<file path="src/rtl/serial_neg_pkg.sv">
// Shared constants for the bit-serial negator: FSM encoding, lane slice widths
// and a counter-width helper.
package serial_neg_pkg;

  localparam logic [0:0] StIdle = 1'b0;
  localparam logic [0:0] StRun  = 1'b1;

  localparam int unsigned LaneBitW = 1;
  localparam int unsigned LaneNegW = 1;

  function automatic int unsigned cnt_width(input int unsigned width);
    return (width > 1) ? $clog2(width) : 1;
  endfunction

endpackage

</file>
<file path="src/rtl/serial_neg_lane.sv">
// One bit-serial lane: two's-complement negate (or pass-through), registered
// output bit, word assembly and overflow flag.
module serial_neg_lane
  import serial_neg_pkg::*;
#(
  parameter int unsigned Width = 8
) (
  input  logic                clk_i,
  input  logic                rst_ni,
  input  logic                accept_i,
  input  logic                first_i,
  input  logic                last_i,
  input  logic [LaneBitW-1:0] bit_i,
  input  logic [LaneNegW-1:0] neg_i,
  output logic [LaneBitW-1:0] out_bit_o,
  output logic [Width-1:0]    out_word_o,
  output logic                ovf_o
);

  logic             neg_q, seen_q, out_bit_q, ovf_q;
  logic [Width-2:0] asm_q;
  logic [Width-1:0] out_word_q;
  logic             neg_eff, seen_eff, res;
  logic [Width-1:0] full_word;

  // The LSB restarts the word: neg is sampled and the seen-one flag is cleared.
  assign neg_eff   = first_i ? neg_i[0] : neg_q;
  assign seen_eff  = first_i ? 1'b0 : seen_q;
  assign res       = bit_i[0] ^ (neg_eff & seen_eff);
  assign full_word = {res, asm_q};

  always_ff @(posedge clk_i or negedge rst_ni) begin
    if (!rst_ni) begin
      neg_q      <= 1'b0;
      seen_q     <= 1'b0;
      out_bit_q  <= 1'b0;
      asm_q      <= '0;
      out_word_q <= '0;
      ovf_q      <= 1'b0;
    end else if (accept_i) begin
      neg_q     <= neg_eff;
      seen_q    <= seen_eff | bit_i[0];
      out_bit_q <= res;
      asm_q     <= full_word[Width-1:1];
      if (last_i) begin
        out_word_q <= full_word;
        ovf_q      <= neg_eff & bit_i[0] & res;
      end
    end
  end

  assign out_bit_o  = out_bit_q;
  assign out_word_o = out_word_q;
  assign ovf_o      = ovf_q;

endmodule

</file>
<file path="src/rtl/serial_negator.sv">
// Multi-lane bit-serial two's-complement negator with a shared framing FSM and
// per-lane datapaths.
module serial_negator
  import serial_neg_pkg::*;
#(
  parameter int unsigned WIDTH = 8,
  parameter int unsigned CH    = 2
) (
  input  logic                t_clk,
  input  logic                r_n,
  input  logic                in_valid,
  input  logic                in_first,
  input  logic [CH-1:0]       in_bit,
  input  logic [CH-1:0]       neg,
  output logic                out_valid,
  output logic [CH-1:0]       out_bit,
  output logic                word_valid,
  output logic [CH*WIDTH-1:0] out_word,
  output logic [CH-1:0]       ovf,
  output logic                frame_err
);

  localparam int unsigned CntW = cnt_width(WIDTH);

  logic [0:0]      state_q, state_d;
  logic [CntW-1:0] cnt_q, cnt_d;
  logic            out_valid_q, word_valid_q, frame_err_q, frame_err_d;
  logic            first_acc, accept, last_acc;

  assign first_acc = in_valid & in_first;
  assign accept    = first_acc | (in_valid & (state_q == StRun));
  assign last_acc  = accept & ~in_first & (cnt_q == CntW'(WIDTH - 1));

  always_comb begin
    state_d     = state_q;
    cnt_d       = cnt_q;
    frame_err_d = first_acc & (state_q == StRun) & (cnt_q != '0);
    if (first_acc) begin
      // A mid-word LSB abandons the partial word and starts a fresh one.
      state_d = StRun;
      cnt_d   = CntW'(1);
    end else if (accept) begin
      if (last_acc) begin
        state_d = StIdle;
        cnt_d   = '0;
      end else begin
        cnt_d = cnt_q + CntW'(1);
      end
    end
  end

  always_ff @(posedge t_clk or negedge r_n) begin
    if (!r_n) begin
      state_q      <= StIdle;
      cnt_q        <= '0;
      out_valid_q  <= 1'b0;
      word_valid_q <= 1'b0;
      frame_err_q  <= 1'b0;
    end else begin
      state_q      <= state_d;
      cnt_q        <= cnt_d;
      out_valid_q  <= accept;
      word_valid_q <= last_acc;
      frame_err_q  <= frame_err_d;
    end
  end

  for (genvar k = 0; k < CH; k++) begin : g_lane
    serial_neg_lane #(
      .Width(WIDTH)
    ) u_lane (
      .clk_i     (t_clk),
      .rst_ni    (r_n),
      .accept_i  (accept),
      .first_i   (in_first),
      .last_i    (last_acc),
      .bit_i     (in_bit[k]),
      .neg_i     (neg[k]),
      .out_bit_o (out_bit[k]),
      .out_word_o(out_word[k*WIDTH +: WIDTH]),
      .ovf_o     (ovf[k])
    );
  end

  assign out_valid  = out_valid_q;
  assign word_valid = word_valid_q;
  assign frame_err  = frame_err_q;

endmodule

</file>
<file path="config.mk">
export PLATFORM = sky130hd
export DESIGN_NAME = serial_negator
export DESIGN_NICKNAME = d
export VERILOG_FILES = /design/src/rtl/serial_neg_pkg.sv /design/src/rtl/serial_neg_lane.sv /design/src/rtl/serial_negator.sv
export SDC_FILE = /design/constraint.sdc
export NUM_CORES = 1
export LEC_CHECK = 0
export ABC_CLOCK_PERIOD_IN_PS = 2200
export BUFFER_PORTS_ARGS = -buffer_cell sky130_fd_sc_hd__buf_4
export CELL_PAD_IN_SITES_DETAIL_PLACEMENT = 1
export CELL_PAD_IN_SITES_GLOBAL_PLACEMENT = 1
export CORE_MARGIN = 1.5
export CORE_UTILIZATION = 45
export CTS_BUF_LIST = sky130_fd_sc_hd__clkbuf_2
export DETAILED_ROUTE_END_ITERATION = 10
export PLACE_DENSITY = 0.83
export SLEW_MARGIN = 20
export SYNTH_ARGS = -nofsm -noshare
export SYNTH_HDL_FRONTEND = slang
export SYNTH_SLANG_ARGS = --single-unit
</file>
<file path="constraint.sdc">
create_clock -name t_clk -period 2.2 [get_ports t_clk]
set_clock_uncertainty 0.05 [all_clocks]
set_input_delay 0.33 -clock t_clk [delete_from_list [all_inputs] [get_ports t_clk]]
set_output_delay 0.33 -clock t_clk [all_outputs]
set_load 0.02 [all_outputs]
</file>
==> results of run 1 <==
==> layout make-up <==
| type | instances | share of cell area |
|---|---|---|
| Clock inverter | 1 | 0.01471 |
| Sequential cell | 43 | 0.5273 |
| Tap cell | 48 | 0.02943 |
| Clock buffer | 6 | 0.01471 |
| Inverter | 6 | 0.01104 |
| Timing Repair Buffer | 32 | 0.1189 |
| Multi-Input combinational cell | 93 | 0.2839 |
==> worst register-to-register path, stage by stage (launching register included) <==
cell and delay, ns:
dfrtp_1 0.42, ha_1 0.16, ha_1 0.27, nand4b_4 0.36
mux2_2 0.41
==> flip-flops by register name, summed over array words and instances, names as in the netlist, 2 cells and up <==
register	flops
cnt_q	3
g_lane.u_lane.asm_q	13
g_lane.u_lane.neg_q	2
g_lane.u_lane.out_word_o	16
g_lane.u_lane.ovf_o	2
g_lane.u_lane.seen_q	2
==> synthesized netlist by cell type <==
cell type,number
nand3b_1,3
nand4b_4,1
nand4bb_1,1
ha_1,3
a21oi_1,1
nor2_1,4
inv_1,5
mux2_2,16
o21ai_0,11
nand2_1,47
o21ai_2,1
inv_2,1
nand4b_1,1
xor2_1,2
buf_4,5
o41ai_1,1
buf_6,4
dfrtp_1,43
a22o_1,1
==> layer usage <==
| layer | vias to the layer above | GRT usage |
|---|---|---|
| met3 | 5 | 0.04281 |
| li1 | 545 | - |
| met1 | 576 | 0.2136 |
| met5 | - | 0 |
| met2 | 25 | 0.3240 |
| met4 | 0 | 0.09115 |
==> path summary, 6_finish.rpt <==
kind                                                               to  slack (ns)  depth (start not counted)
max reg2reg                g_lane[0].u_lane.out_word_o[3]$_DFFE_PN0P_        0.44                          4
max in group asynchronous  g_lane[0].u_lane.out_word_o[3]$_DFFE_PN0P_        1.34                          2
min in group asynchronous  g_lane[1].u_lane.out_word_o[5]$_DFFE_PN0P_        0.37                          2
min reg2reg                     g_lane[0].u_lane.asm_q[1]$_DFFE_PN0P_        0.44                          2
max                        g_lane[0].u_lane.out_word_o[3]$_DFFE_PN0P_        0.44                          4
min                                g_lane[1].u_lane.neg_q$_DFFE_PN0P_        0.10                          2
==> cells by family (layout without fill, tap and decap cells) <==
kind of cell	after synthesis	count (layout)	share of synthesized area
simple gates	57	57	0.1464
flops	43	43	0.6112
mux	16	16	0.1023
compound gates	15	15	0.04904
buf+inv	15	45	0.05970
fa+ha+maj	3	3	0.02132
xor+xnor	2	2	0.009952
==> placed cells by master, fill, tap and decap left out, drive strengths merged <==
cell type	netlist	final
nand3b	3	3
a21oi	1	1
a22o	1	1
nand2	47	47
ha	3	3
nand4bb	1	1
nor2	4	4
dlygate4sd3	0	1
xor2	2	2
bufinv	0	1
buf	9	31
mux2	16	16
clkbuf	0	6
dfrtp	43	43
inv	6	6
o21ai	12	12
o41ai	1	1
nand4b	2	2
==> where the power goes <==
part	switching, mW	internal [mW]	leakage (nW)
Clock	0.240	0.192	0.0391
Combinational	0.189	0.146	0.485
Sequential	0.0838	0.905	0.561
==> timing repair <==
action / in CTS / in global routing
gates resized for setup: 0 / 0
endpoints found under the hold margin: 43 / 0
endpoints found under the setup margin: 0 / 0
hold buffers: 1 / 0
setup buffers: 0 / 0
==> metrics by stage <==
stage	hold WS, ns	instances	power (mW)
4_1_cts	0.07603	229	1.776
3_3_place_gp	0.2892	221	1.314
5_1_grt	0.07253	229	1.854
3_5_place_dp	0.3007	221	1.344
2_1_floorplan	-0.01559	151	1.192
6_report	0.1001	229	1.755
==> flow_metrics.py, run 1 <==
metrics = {
    "setup_path": {
        "reg2reg_from": "cnt_q[0]$_DFFE_PN0P_",
        "worstSetupPathType": "flop to flop",
        "critPathRequiredTime_ns": 2.44,
        "crit_start": "cnt_q[0]$_DFFE_PN0P_",
        "crit_top_cell": "ha_1",
        "crit_buf_inv": 0,
        "cp-end-kind": "flop",
        "crit_slowest_cell": "dfrtp_1",
        "crit_family": "adder cells",
        "cpPeakStageDelay_ns": 0.42,
        "arrival_ns": 2.00,
        "worstPathMaxFanout": 22,
        "crit_chain": "ha_1 -> ha_1 -> nand4b_4 -> mux2_2",
        "cp-start-kind": "flop",
    },
    "floorplanning": {
        "std_cell_rows": 22,
        "top_level_ports": 31,
        "die-area_um2": 4296,
        "die-height_um": 65.55,
        "die_width_um": 65.55,
        "core_area_um2": 3716,
        "start_util": 0.4737,
    },
    "clock_tree": {
        "tritoncts": "built",
        "clock_path_buffers": 2,
        "htreeDepth": 2,
        "cts-buffers-inserted": 5,
        "worstSkewPairLatency_ns": 0.40,
        "clk_pin_slew_ns": 0.20,
        "cts_sinks": 43,
        "cts-root-buf": "clkbuf_2",
    },
    "sta": {
        "rsz0062_at_grt": "no",
        "worstMarginPinSlew_ns": 0.5365,
        "slew_headroom": 0.6423,
        "finalHoldViolCount": 0,
        "setup_viol": 0,
        "timing.final.crit_period_ns": 1.756,
        "drv_slew": 0,
        "fin_crit_sh": 0.7984,
        "fmax_ghz": 0.5693,
        "fin_setup_tns_ns": 0,
        "finalWorstSetupSlack_ns": 0.4435,
    },
    "synthesis": {
        "yosys_warnings": 0,
        "synth.avg_cell_area_um2": 11.66,
        "synth_top_cell_area_share": 0.6112,
        "synth-seq-area-share": 0.6112,
        "synth_area_um2": 1760,
        "netlist_instances": 151,
        "synth_area_leader_cell": "dfrtp_1",
        "synth-seq-cells": 43,
        "yosys-top-cells-area": "dfrtp_1 61%, mux2_2 10%, nand2_1 10%, o21ai_0 3.1%, buf_6 2.6%",
        "syn_nets": 162,
        "ys_types": 19,
    },
    "placement": {
        "dp_slack_ns": 0.4562,
        "gp_congestion": 0.7907,
        "place_hpwl_um": 2460,
        "io_buffers": 30,
        "place_area_um2": 1971,
    },
    "drt": {
        "drc": 0,
        "detail_route.first_pass.iterations": 4,
        "wl_um": 3475,
        "wl_met1_um": 1514,
        "wl_per_cell_um": 15.17,
        "wl_met3_um": 111,
        "vias": 1151,
        "vias_per_cell": 5.026,
        "drtIter0Drc": 33,
        "top_layer_used": "met4",
        "detail-route-antenna-nets": 0,
        "wl_met2_um": 1775,
    },
    "power": {
        "p_per_area_nw_per_um2": 859.8,
        "ir_worst_vdd_mv": 0.3664,
        "power.leakage_nw": 1.085,
    },
    "global_route": {
        "grt_pass1_wl_um": 5878,
        "grt_overflow": 0,
        "antenna_found_initial": 0,
        "grt_max_degree": 44,
        "grt_pass1_vias": 1279,
        "track_usage": 0.1857,
    },
    "flow_run": {
        "cap_viol_max_count": 0,
    },
    "finish": {
        "nNetsFinal": 192,
        "multi_input_area_um2": 579.3,
        "fin_area_um2": 2041,
        "fin_util": 0.5492,
        "area_growth_pct": 15.92,
        "drive_above_1_share": 0.3149,
        "diodes": 0,
        "fillers": 419,
        "ff_latch_area_um2": 1076,
    },
    "worst_hold_path": {
        "worstHoldStart": "neg[1]",
        "hp-class": "input port to flop",
    },
    "run_status": {
        "status": "complete, no violations",
    },
}
No activity file was read; power rests on OpenSTA's default activity.
==> run 2: changes to the inputs <==
ABC_CLOCK_PERIOD_IN_PS = 1550   (was 2200)
CORE_UTILIZATION = 41   (was 45)
PLACE_DENSITY = 0.79   (was 0.83)
clock period = 1.55 ns   (was 2.2 ns; I/O delays follow)
==> run 2 against run 1 <==
Effect of this change: the flow now finishes with violations (setup timing); die area is 9.3% higher; critical path depth up 1; register-to-register slack worse by 0.49 ns; via count grew 5.8%; sequential cell count is the same; final cell count increased by 6.1%; count of clock-buffer cells in the layout fell by 1; fmax grew 10%; design area is 7.7% higher; total power grew 39%; largest cell class unchanged; highest routed layer unchanged.
==> flow_metrics.py, run 2 (synthesis gave the netlist of run 1 again) <==
metrics = {
    "clock_tree": {
        "htreeDepth": 2,
        "worstSkewPairLatency_ns": 0.41,
        "clk_pin_slew_ns": 0.21,
        "tritoncts": "built",
        "clock_path_buffers": 2,
        "cts-root-buf": "clkbuf_2",
        "cts_sinks": 43,
        "cts-buffers-inserted": 5,
    },
    "sta": {
        "drv_slew": 0,
        "timing.final.crit_period_ns": 1.596,
        "rsz0062_at_grt": "yes",
        "setup_viol": 14,
        "worstMarginPinSlew_ns": 0.5397,
        "fmax_ghz": 0.6266,
        "finalHoldViolCount": 0,
        "slew_headroom": 0.6402,
        "finalWorstSetupSlack_ns": -0.04596,
        "fin_crit_sh": 1.030,
    },
    "floorplanning": {
        "std_cell_rows": 23,
        "start_util": 0.4339,
        "die-height_um": 68.53,
        "die-area_um2": 4696,
        "die_width_um": 68.53,
        "top_level_ports": 31,
        "core_area_um2": 4058,
    },
    "drt": {
        "detail-route-antenna-nets": 0,
        "wl_met3_um": 137,
        "wl_um": 4043,
        "wl_met1_um": 1629,
        "drc": 0,
        "vias_per_cell": 5.012,
        "drtIter0Drc": 85,
        "vias": 1218,
        "top_layer_used": "met4",
        "wl_per_cell_um": 16.64,
        "wl_met2_um": 2178,
        "detail_route.first_pass.iterations": 4,
    },
    "global_route": {
        "grt_overflow": 0,
        "antenna_found_initial": 0,
        "grt_pass1_vias": 1354,
        "track_usage": 0.1911,
        "grt_max_degree": 44,
        "grt_pass1_wl_um": 6320,
    },
    "finish": {
        "fin_area_um2": 2197,
        "fillers": 445,
        "ff_latch_area_um2": 1076,
        "nNetsFinal": 203,
        "area_growth_pct": 24.80,
        "layout_common_cells": "47 x nand2_1, 43 x dfrtp_1, 37 x buf_4",
        "final_common_cell": "nand2_1",
        "multi_input_area_um2": 638.1,
        "drive_above_1_share": 0.3575,
        "largest_reg_flops": 16,
        "diodes": 0,
    },
    "power": {
        "ir_worst_vdd_mv": 0.5576,
        "power.leakage_nw": 1.169,
        "p_per_area_nw_per_um2": 1108,
    },
    "worst_hold_path": {
        "hp-class": "input port to flop",
    },
    "placement": {
        "io_buffers": 30,
        "gp_congestion": 0.8030,
        "place_area_um2": 2006,
        "place_hpwl_um": 2626,
        "dp_slack_ns": -0.07330,
    },
    "flow_run": {
        "cap_viol_max_count": 0,
    },
    "setup_path": {
        "critPathRequiredTime_ns": 1.82,
        "arrival_ns": 1.87,
        "cp-start-kind": "flop",
        "cp-end-kind": "flop",
        "worstSetupPathType": "flop to flop",
        "worstPathMaxFanout": 8,
    },
    "run_status": {
        "violations": "setup timing",
        "status": "finished with violations",
    },
}
-- run 2: changes by cell type in the layout (fill, tap and decap cells not counted), sizes merged --
cell         change
dlygate4sd3      +3
buf              +8
bufinv           -1
clkinv           +3
clkbuf           -1
-- run 2: report_power, final --
group / internal, mW / switching, mW
clock: 0.104 / 0.368
combinational: 0.255 / 0.290
sequential: 1.28 / 0.132
total: 1.64 / 0.790
-- run 2: layout make-up --
| cell class | count | area share |
|---|---|---|
| tap | 50 | 0.02847 |
| inverter | 6 | 0.01025 |
| clock inverter | 3 | 0.006834 |
| multi-input combinational | 93 | 0.2904 |
| timing repair buffer | 43 | 0.1629 |
| clock buffer | 5 | 0.01139 |
| sequential | 43 | 0.4897 |
-- run 2: path summary, 6_finish.rpt --
| check | start | to | slack [ns] | depth (start not counted) |
|---|---|---|---|---|
| min in group asynchronous | r_n | g_lane[1].u_lane.asm_q[4]$_DFFE_PN0P_ | 0.26 | 2 |
| max in group asynchronous | r_n | g_lane[0].u_lane.ovf_o$_DFFE_PN0P_ | 0.81 | 2 |
| setup / recovery | cnt_q[0]$_DFFE_PN0P_ | g_lane[0].u_lane.out_word_o[5]$_DFFE_PN0P_ | -0.05 | 5 |
| hold reg to reg | g_lane[1].u_lane.asm_q[0]$_DFFE_PN0P_ | g_lane[1].u_lane.asm_q[0]$_DFFE_PN0P_ | 0.46 | 2 |
| setup reg to reg | cnt_q[0]$_DFFE_PN0P_ | g_lane[0].u_lane.out_word_o[5]$_DFFE_PN0P_ | -0.05 | 5 |
| hold / removal | in_bit[1] | g_lane[1].u_lane.seen_q$_DFFE_PN0P_ | 0.03 | 3 |
-- run 2: per-layer routing --
layer	vias up	GRT usage
met3	10	0.05032
met5	-	0
met1	611	0.2119
met2	27	0.3498
li1	570	-
met4	0	0.06750
-- run 2: worst max-delay path: stages, from the launching register on --
cell,delay [ns]
dfrtp_1,0.49
ha_4,0.20
ha_4,0.17
nand4b_4,0.13
buf_12,0.14
mux2_2,0.33
-- run 2: through the flow --
step	hold slack [ns]	utilization	setup TNS [ns]	std cells	total power, mW
after floorplan	-0.1131	-	0	151	1.693
final	0.02927	0.5415	-0.4696	243	2.433
after detailed placement	0.2055	0.4943	-0.6019	227	1.926
after CTS	0.01528	0.5288	0	242	2.412
after global placement	0.1904	0.4943	0	227	1.875
after global routing	0.005675	0.5415	-0.8738	243	2.578
-- run 2: repair_timing --
item,CTS,global route
pin swaps,0,0
endpoints found under the hold margin,46,0
setup endpoints to repair,18,15
buffers inserted,3,1
hold buffers,4,0
resized for setup,2,9
==> run 3: changes to the inputs <==
CTS_BUF_LIST = sky130_fd_sc_hd__clkbuf_4   (was sky130_fd_sc_hd__clkbuf_2)
==> run 3 against run 2 <==
Effect of this change: the run still ends with setup timing left; global-route usage fell by 0.43 points; sequential share of layout area rose by 0.79 points; sequential cell count did not move; final cell count fell by 1.2%; worst hold slack improved by 0.021 ns; critical path depth did not move; total power rose by 1.5%; combinational power fell by 3.9%; non-clock buffer count fell by 3; sequential power barely moved; critical path type unchanged; largest cell class unchanged; largest power group unchanged.
==> flow_metrics.py, run 3 (synthesis gave the netlist of run 1 again) <==
metrics = {
    "run_status": {
        "status": "finished with violations",
        "violations": "setup timing",
    },
    "finish": {
        "layout_common_cells": "47 x nand2_1, 43 x dfrtp_1, 37 x buf_4",
        "stdcell_count": 240,
        "diodes": 0,
        "fin_area_um2": 2162,
        "nNetsFinal": 200,
        "drive_above_1_share": 0.3632,
        "largest_reg_flops": 16,
        "fin_util": 0.5328,
        "final_common_cell": "nand2_1",
        "area_growth_pct": 22.81,
        "fillers": 443,
    },
    "sta": {
        "timing.final.crit_period_ns": 1.554,
        "finalWorstSetupSlack_ns": -0.003768,
        "drv_slew": 0,
        "slew_headroom": 0.6392,
        "rsz0062_at_grt": "yes",
        "fmax_ghz": 0.6436,
        "worstMarginPinSlew_ns": 0.5412,
        "fin_setup_tns_ns": -0.003768,
        "setup_viol": 1,
        "hold_ws_ns": 0.05015,
        "fin_crit_sh": 1.002,
        "finalHoldViolCount": 0,
    },
    "clock_tree": {
        "htreeDepth": 2,
        "tritoncts": "built",
        "clock_path_buffers": 2,
        "cts-buffers-inserted": 5,
        "cts-root-buf": "clkbuf_4",
        "worstSkewPairLatency_ns": 0.36,
        "cts_sinks": 43,
        "clk_pin_slew_ns": 0.12,
    },
    "drt": {
        "wl_um": 3817,
        "vias_per_cell": 4.979,
        "wl_per_cell_um": 15.90,
        "vias": 1195,
        "drc": 0,
        "detail-route-antenna-nets": 0,
        "detail_route.first_pass.iterations": 4,
        "drtIter0Drc": 71,
    },
    "setup_path": {
        "reg2reg_from": "cnt_q[0]$_DFFE_PN0P_",
        "cp-start-kind": "flop",
        "worstRegToRegCells": 5,
        "crit_start": "cnt_q[0]$_DFFE_PN0P_",
        "rr_endpoint": "g_lane[0].u_lane.out_word_o[1]$_DFFE_PN0P_",
        "arrival_ns": 1.76,
        "worstPathMaxFanout": 8,
        "rrSetupSlack_ns": -0.004,
        "worstSetupPathType": "flop to flop",
        "cp-end-kind": "flop",
        "critPathRequiredTime_ns": 1.76,
        "critPathCapture": "g_lane[0].u_lane.out_word_o[1]$_DFFE_PN0P_",
    },
    "flow_run": {
        "cap_viol_max_count": 0,
    },
    "placement": {
        "place_hpwl_um": 2626,
        "placed_cells": 227,
        "place_area_um2": 2006,
        "io_buffers": 30,
        "dp_slack_ns": -0.07330,
        "gp_congestion": 0.8030,
    },
    "worst_hold_path": {
        "hp-class": "input port to flop",
    },
    "floorplanning": {
        "start_util": 0.4339,
        "die-area_um2": 4696,
        "die-height_um": 68.53,
        "std_cell_rows": 23,
        "die_width_um": 68.53,
        "core_area_um2": 4058,
        "top_level_ports": 31,
    },
    "global_route": {
        "grt_max_degree": 44,
        "antenna_found_initial": 0,
        "grt_pass1_vias": 1345,
        "grt_overflow": 0,
        "track_usage": 0.1869,
        "grt_pass1_wl_um": 6134,
    },
    "power": {
        "ir_worst_vdd_mv": 0.5778,
        "p_per_area_nw_per_um2": 1143,
        "power_mw": 2.471,
        "power.leakage_nw": 1.150,
    },
}
run 3: cell types whose count changed in the layout (fill, tap and decap cells not counted):
cell / before / now
clkbuf_2: 5 / 0
clkbuf_4: 0 / 5
dlygate4sd3_1: 4 / 1
ha_2: 0 / 1
ha_4: 2 / 1
mux2_2: 9 / 11
mux2_4: 7 / 5
run 3: worst min-delay path by stage:
stage            from                                         end  cells after the start  slack [ns]
2_1_floorplan     r_n                        cnt_q[0]$_DFFE_PN0P_                      0       -0.11
3_3_place_gp      r_n          g_lane[1].u_lane.ovf_o$_DFFE_PN0P_                      1        0.19
3_5_place_dp      r_n  g_lane[1].u_lane.out_word_o[7]$_DFFE_PN0P_                      1        0.21
4_1_cts        neg[0]          g_lane[0].u_lane.neg_q$_DFFE_PN0P_                      2        0.04
5_1_grt        neg[0]          g_lane[0].u_lane.neg_q$_DFFE_PN0P_                      2        0.03
6_report       neg[0]          g_lane[0].u_lane.neg_q$_DFFE_PN0P_                      2        0.05
run 3: per-layer routing:
layer | vias up | routed length (µm) | global-route usage
met2 | 18 | 2096 | 0.3365
met4 | 0 | 58 | 0.08000
li1 | 563 | - | -
met1 | 609 | 1535 | 0.2011
met3 | 5 | 126 | 0.05682
met5 | - | 0 | 0
run 3: critical path, cell delays in order (launching register included):
cell and delay [ns]:
dfrtp_1 0.41, ha_2 0.21, ha_4 0.17, nand4b_4 0.13
buf_12 0.14, mux2_2 0.34
run 3: area by class of cell:
cell class              count  area (µm²)  share of cell area
inverters                   6       22.52             0.01042
well taps                  50       62.56             0.02894
clock buffers               5       37.54             0.01736
multi-input cells          93       620.6              0.2870
clock inverters             3       15.01            0.006944
flip-flops and latches     43        1076              0.4977
repair buffers             40       327.8              0.1516
run 3: power by group:
| group | internal (mW) | switching (mW) | total, mW |
|---|---|---|---|
| combinational | 0.241 | 0.283 | 0.524 |
| sequential | 1.28 | 0.122 | 1.41 |
| clock | 0.169 | 0.371 | 0.541 |
run 3: timing repair:
item / in CTS / in global routing
hold buffers: 1 / 0
cloned: 0 / 0
setup endpoints to repair: 18 / 15
endpoints found under the hold margin: 43 / 0
buffers inserted: 3 / 1
resized for setup: 1 / 7
